==> src/rtl/blake2_msg_feeder.sv <==
// Byte-stream front end for the blake2 core: buffers one block plus a
// lookahead byte, feeds the block-load port, then collects the digest.
module blake2_msg_feeder #(
  parameter int BLK_BYTES = 64,
  parameter int LL_W      = 128,
  parameter int NN_MAX    = 64,
  parameter int F_GAP     = 105
) (
  input  logic                  clk,
  input  logic                  reset,
  input  logic [6:0]            nn_i,
  input  logic                  s_valid_i,
  output logic                  s_ready_o,
  input  logic [7:0]            s_data_i,
  input  logic                  s_last_i,
  input  logic                  s_empty_i,
  output logic                  block_first_o,
  output logic                  block_last_o,
  output logic                  data_v_o,
  output logic [5:0]            data_idx_o,
  output logic [7:0]            data_o,
  output logic [LL_W-1:0]       ll_o,
  input  logic                  finished_i,
  input  logic [7:0]            h_i,
  output logic [NN_MAX*8-1:0]   digest_o,
  output logic                  digest_valid_o
);

  typedef enum logic [2:0] {
    IDLE, FILL, PEEK, SEND, WAIT_F, RESULT, DONE
  } state_t;

  state_t     state;
  logic [7:0] buf_q [BLK_BYTES];
  logic [6:0] cnt;
  logic [5:0] idx;
  logic [6:0] gap;
  logic [7:0] la_byte;
  logic       la_last;
  logic [6:0] nn_q;
  logic       armed;
  logic [5:0] dig_k;
  logic       acc;
  logic       mark;

  assign acc  = s_valid_i & s_ready_o;
  // An empty beat only means "no byte" when it also ends the message.
  assign mark = s_last_i & s_empty_i;

  always_ff @(posedge clk or posedge reset) begin
    if (reset) begin
      state          <= IDLE;
      s_ready_o      <= 1'b0;
      block_first_o  <= 1'b0;
      block_last_o   <= 1'b0;
      data_v_o       <= 1'b0;
      data_idx_o     <= '0;
      data_o         <= '0;
      ll_o           <= '0;
      digest_o       <= '0;
      digest_valid_o <= 1'b0;
      cnt            <= '0;
      idx            <= '0;
      gap            <= '0;
      la_byte        <= '0;
      la_last        <= 1'b0;
      nn_q           <= '0;
      armed          <= 1'b0;
      dig_k          <= '0;
      for (int i = 0; i < BLK_BYTES; i++) buf_q[i] <= '0;
    end else begin
      unique case (state)
        IDLE, DONE: begin
          s_ready_o <= 1'b1;
          if (acc) begin
            nn_q           <= nn_i;
            block_first_o  <= 1'b1;
            digest_valid_o <= 1'b0;
            digest_o       <= '0;
            idx            <= '0;
            if (mark) begin
              cnt          <= '0;
              ll_o         <= '0;
              block_last_o <= 1'b1;
              s_ready_o    <= 1'b0;
              state        <= SEND;
            end else begin
              buf_q[0]     <= s_data_i;
              cnt          <= 7'd1;
              ll_o         <= LL_W'(1);
              block_last_o <= s_last_i;
              if (s_last_i) begin
                s_ready_o <= 1'b0;
                state     <= SEND;
              end else begin
                state <= FILL;
              end
            end
          end
        end
        FILL: begin
          if (acc) begin
            idx <= '0;
            if (mark) begin
              block_last_o <= 1'b1;
              s_ready_o    <= 1'b0;
              state        <= SEND;
            end else begin
              buf_q[cnt[5:0]] <= s_data_i;
              cnt             <= cnt + 7'd1;
              ll_o            <= ll_o + LL_W'(1);
              if (s_last_i) begin
                block_last_o <= 1'b1;
                s_ready_o    <= 1'b0;
                state        <= SEND;
              end else if (cnt == 7'd63) begin
                state <= PEEK;
              end
            end
          end
        end
        PEEK: begin
          // Hold the full block until we know whether it is the final one.
          if (acc) begin
            s_ready_o <= 1'b0;
            idx       <= '0;
            state     <= SEND;
            if (mark) begin
              block_last_o <= 1'b1;
            end else begin
              la_byte      <= s_data_i;
              la_last      <= s_last_i;
              ll_o         <= ll_o + LL_W'(1);
              block_last_o <= 1'b0;
            end
          end
        end
        SEND: begin
          data_v_o   <= 1'b1;
          data_idx_o <= idx;
          data_o     <= ({1'b0, idx} < cnt) ? buf_q[idx] : 8'h00;
          idx        <= idx + 6'd1;
          if (idx == 6'd63) begin
            gap   <= '0;
            state <= WAIT_F;
          end
        end
        WAIT_F: begin
          data_v_o   <= 1'b0;
          data_idx_o <= '0;
          data_o     <= '0;
          gap        <= gap + 7'd1;
          if (gap == 7'(F_GAP - 1)) begin
            if (block_last_o) begin
              armed <= 1'b0;
              state <= RESULT;
            end else begin
              block_first_o <= 1'b0;
              buf_q[0]      <= la_byte;
              cnt           <= 7'd1;
              idx           <= '0;
              if (la_last) begin
                block_last_o <= 1'b1;
                state        <= SEND;
              end else begin
                s_ready_o <= 1'b1;
                state     <= FILL;
              end
            end
          end
        end
        RESULT: begin
          // Core streams h one cycle after finished rises.
          if (!armed) begin
            if (finished_i) begin
              armed <= 1'b1;
              dig_k <= '0;
            end
          end else begin
            digest_o[{dig_k, 3'b000} +: 8] <= h_i;
            dig_k <= dig_k + 6'd1;
            if ({1'b0, dig_k} == nn_q - 7'd1) begin
              digest_valid_o <= 1'b1;
              s_ready_o      <= 1'b1;
              state          <= DONE;
            end
          end
        end
        default: state <= IDLE;
      endcase
    end
  end

endmodule
==> config.mk <==
export PLATFORM = sky130hd
export DESIGN_NAME = blake2_msg_feeder
export DESIGN_NICKNAME = d
export VERILOG_FILES = /design/src/rtl/blake2_msg_feeder.sv
export SDC_FILE = /design/constraint.sdc
export NUM_CORES = 2
export LEC_CHECK = 0
export ABC_AREA = 1
export CAP_MARGIN = 10
export CORE_MARGIN = 2
export CORE_UTILIZATION = 35
export CTS_CLUSTER_DIAMETER = 80
export DETAILED_ROUTE_END_ITERATION = 10
export GPL_TIMING_DRIVEN = 0
export SKIP_CTS_REPAIR_TIMING = 1
export SLEW_MARGIN = 25
export SYNTH_ARGS = -nofsm -noshare
export SYNTH_HDL_FRONTEND = slang
export SYNTH_SLANG_ARGS = --single-unit
==> constraint.sdc <==
create_clock -name clk -period 51 [get_ports clk]
set_input_delay 7.65 -clock clk [delete_from_list [all_inputs] [get_ports clk]]
set_output_delay 7.65 -clock clk [all_outputs]
set_load 0.005 [all_outputs]
==> results.toml <==
[synthesis]
synthArstFlopShare_pct = 100.0
synth-seq-cells = 1217
netlist_instances = 7653
synthesis.area_um2 = 58230
ys_warn_count = 0
avgSynthCellArea_um2 = 7.609
synthTopCellsByCount = "nand2_1, dfrtp_1, o21ai_0"
synthFlopType = "dfrtp_1"
synth-edff-count = 0
synth_area_leaders = "dfrtp_1, nand2_1, o21ai_0"
syn_nets = 7697
synth_top_area_cell = "dfrtp_1"
synthDistinctLibCells = 45
synth_top_area_share_pct = 52.30
synth_seq_area_share_pct = 52.30
yosysMostFrequentCell = "nand2_1"

[worst_setup_path]
crit_fanout = 10
cp-end-kind = "flop"
criticalPathCategory = "input port to flop"
critPathLaunch = "s_last_i"
cp-start-kind = "input port"
worstPathArrival_ns = 10.98
critPathCapture = "buf_q[457]$_DFFE_PP0P_"
reg2reg_to = "data_o[5]$_DFFE_PP0P_"
r2r_cells = 12
required_ns = 51.62
rr_startpoint = "idx[0]$_DFFE_PP0P_"
reg2reg_slack_ns = 47.33

[job]
cap_violations = 0

[global_routing]
grt_usage_pct = 32.64
antenna_found_initial = 9
grt_overflow = 0
grt_max_degree = 96
grt_pass1_wl_um = 401400
grt_pass1_vias = 55602

[power_and_ir_drop]
leakage_nw = 32.65
p_per_area_nw_per_um2 = 45.08
power_mw = 3.304
seq_power_share_pct = 33.8
pwr-share-comb_pct = 33.8
switching_share_pct = 41.39
p_sw_mw = 1.368
p_int_mw = 1.937
irDropWorstVdd_mv = 0.04129
p_clk_share_pct = 32.4

[sta]
period_share_pct = 20.30
tightest_slew_ns = 1.188
hold_ws_ns = 0.4705
relSlewSlack_pct = 20.80
max_freq_ghz = 0.09659
skew_ns = 0.02944
finalSetupViolations = 0
maxSlewViolCount = 0
rsz0062_at_grt = "false"
fin_crit_ns = 10.35
finalHoldViolCount = 0
fin_tns_setup_ns = 0

[floorplan]
rows = 149
die_area_um2 = 169700
die_x_um = 411.9
core_um2 = 165200
io_pins = 688
start_util_pct = 35.25
die_h_um = 411.9

[route]
drtIter0Drc = 7596
drc = 0
postRouteAntennaNets = 0
wl_per_cell_um = 26.31
wirelength_um = 284600
drt_pass1_iterations = 6
vias_per_cell = 5.517
vias = 59683

[clock_tree]
clock_latency_ns = 0.79
clk_pin_slew_ns = 0.06
numCtsBuffers = 145
cts_root_buf = "clkbuf_16"
clk_path_buf_depth = 3
ctsHtreeMaxLevel = 4
cts_tree = "yes"
cts_sinks = 1217

[finish]
multi_input_area_um2 = 24600
finish.utilization_pct = 44.38
final_cells = 10818
drive_gt1_share_pct = 4.476
fillers = 16978
regArea_um2 = 30450
fin_nets = 8553
area_delta_synth_final_pct = 25.88

[place]
gp_congestion = 1.030
portBuffers = 687
place_hpwl_um = 219900
placed_cells_incl_taps = 10551

[min_path]
min_path_type = "flop to flop"

[status]
outcome = "completed"
## power by group through the flow
stage	combinational [mW]	clock, mW	sequential, mW
after floorplan	0.541	0	1.11
after global placement	1.06	0	1.13
after detailed placement	1.08	0	1.13
after CTS	1.08	1.08	1.11
after global routing	1.17	1.12	1.12
final	1.12	1.07	1.12
## flip-flops by register name, indices dropped and copies added, names as in the netlist
| signal | flops |
|---|---|
| block_last_o | 1 |
| la_byte | 8 |
| buf_q | 512 |
| ll_o | 128 |
| data_v_o | 1 |
| idx | 6 |
| cnt | 7 |
| gap | 7 |
| la_last | 1 |
| armed | 1 |
| digest_valid_o | 1 |
| nn_q | 7 |
| s_ready_o | 1 |
| data_idx_o | 6 |
| dig_k | 6 |
| digest_o | 512 |
| block_first_o | 1 |
| state | 3 |
| data_o | 8 |
## cell usage in the layout (no fill, tap or decap), types with 6 or more instances in the layout
cell / count
a21oi_1: 65
buf_1: 37
buf_16: 14
buf_2: 33
buf_4: 7
buf_6: 7
clkbuf_1: 325
clkbuf_16: 149
clkbuf_2: 15
clkbuf_8: 44
clkdlybuf4s50_1: 687
clkinv_2: 12
clkinvlp_4: 10
dfrtp_1: 1217
diode_2: 6
ha_1: 15
inv_1: 443
inv_2: 12
inv_6: 6
nand2_1: 2676
nand3_1: 777
nand4_1: 103
nor2_1: 710
nor2_2: 22
nor2_4: 6
nor3_1: 45
nor3_2: 12
nor4_1: 15
o2111ai_1: 8
o211ai_1: 20
o21ai_0: 977
o21ai_1: 24
o22ai_1: 8
o31ai_1: 15
or2_2: 7
xnor2_1: 10
xor2_1: 30
## kinds of logic (layout without fill, tap and decap cells)
family	after synthesis	in the layout	share of synthesized area, %
buf+inv	847	1817	5.574
flops	1217	1217	52.30
fa+ha+maj	15	15	0.3223
other cells	0	6	0
xor+xnor	40	40	0.6016
compound gates	1134	1134	10.02
simple gates	4400	4400	31.18
## stage by stage
step | area, um^2 | worst slack (ns)
global placement | 67850 | -6.166
CTS | 73280 | 40.82
global route | 73290 | 40.58
detailed placement | 68400 | 39.99
finish | 73300 | 40.65
floorplan | 58230 | 9.061
## critical path: stages
cell and delay (ns):
clkdlybuf4s50_1 0.54, nand2_1 0.23, nand2_1 0.14, nor2_4 0.32
inv_2 0.16, buf_6 0.20, nor3_4 0.74, nand2_1 0.43
clkbuf_1 0.33, nand2_1 0.11, o21ai_0 0.09
## per-layer routing
layer	GRT usage (%)	vias up	part of all wire [%]
met3	9.033	743	10
met4	18.63	4	6.6
met5	0	-	0.0088
met2	49.81	3301	44
met1	41.58	29056	39
li1	-	26579	-
## final cells by class
| cell class | instances | area share [%] |
|---|---|---|
| diodes | 6 | 0.02048 |
| plain buffers | 386 | 2.094 |
| clock buffers | 223 | 6.066 |
| clock inverters | 38 | 0.5872 |
| inverters | 461 | 2.371 |
| multi-input cells | 5589 | 33.56 |
| flip-flops and latches | 1217 | 41.55 |
| well taps | 2189 | 3.736 |
| repair buffers | 709 | 10.02 |
## worst min-delay path by stage
stage	start	endpoint	slack, ns	cells past startpoint
after floorplan	buf_q[173]$_DFFE_PP0P_	buf_q[173]$_DFFE_PP0P_	0.45	2
after global placement	digest_o[96]$_DFFE_PP0P_	digest_o[96]$_DFFE_PP0P_	0.46	2
after detailed placement	digest_o[465]$_DFFE_PP0P_	digest_o[465]$_DFFE_PP0P_	0.46	2
after CTS	digest_o[465]$_DFFE_PP0P_	digest_o[465]$_DFFE_PP0P_	0.47	2
after global routing	buf_q[268]$_DFFE_PP0P_	buf_q[268]$_DFFE_PP0P_	0.49	2
final	digest_o[376]$_DFFE_PP0P_	digest_o[376]$_DFFE_PP0P_	0.47	2
(Power assumes the default switching activity.)
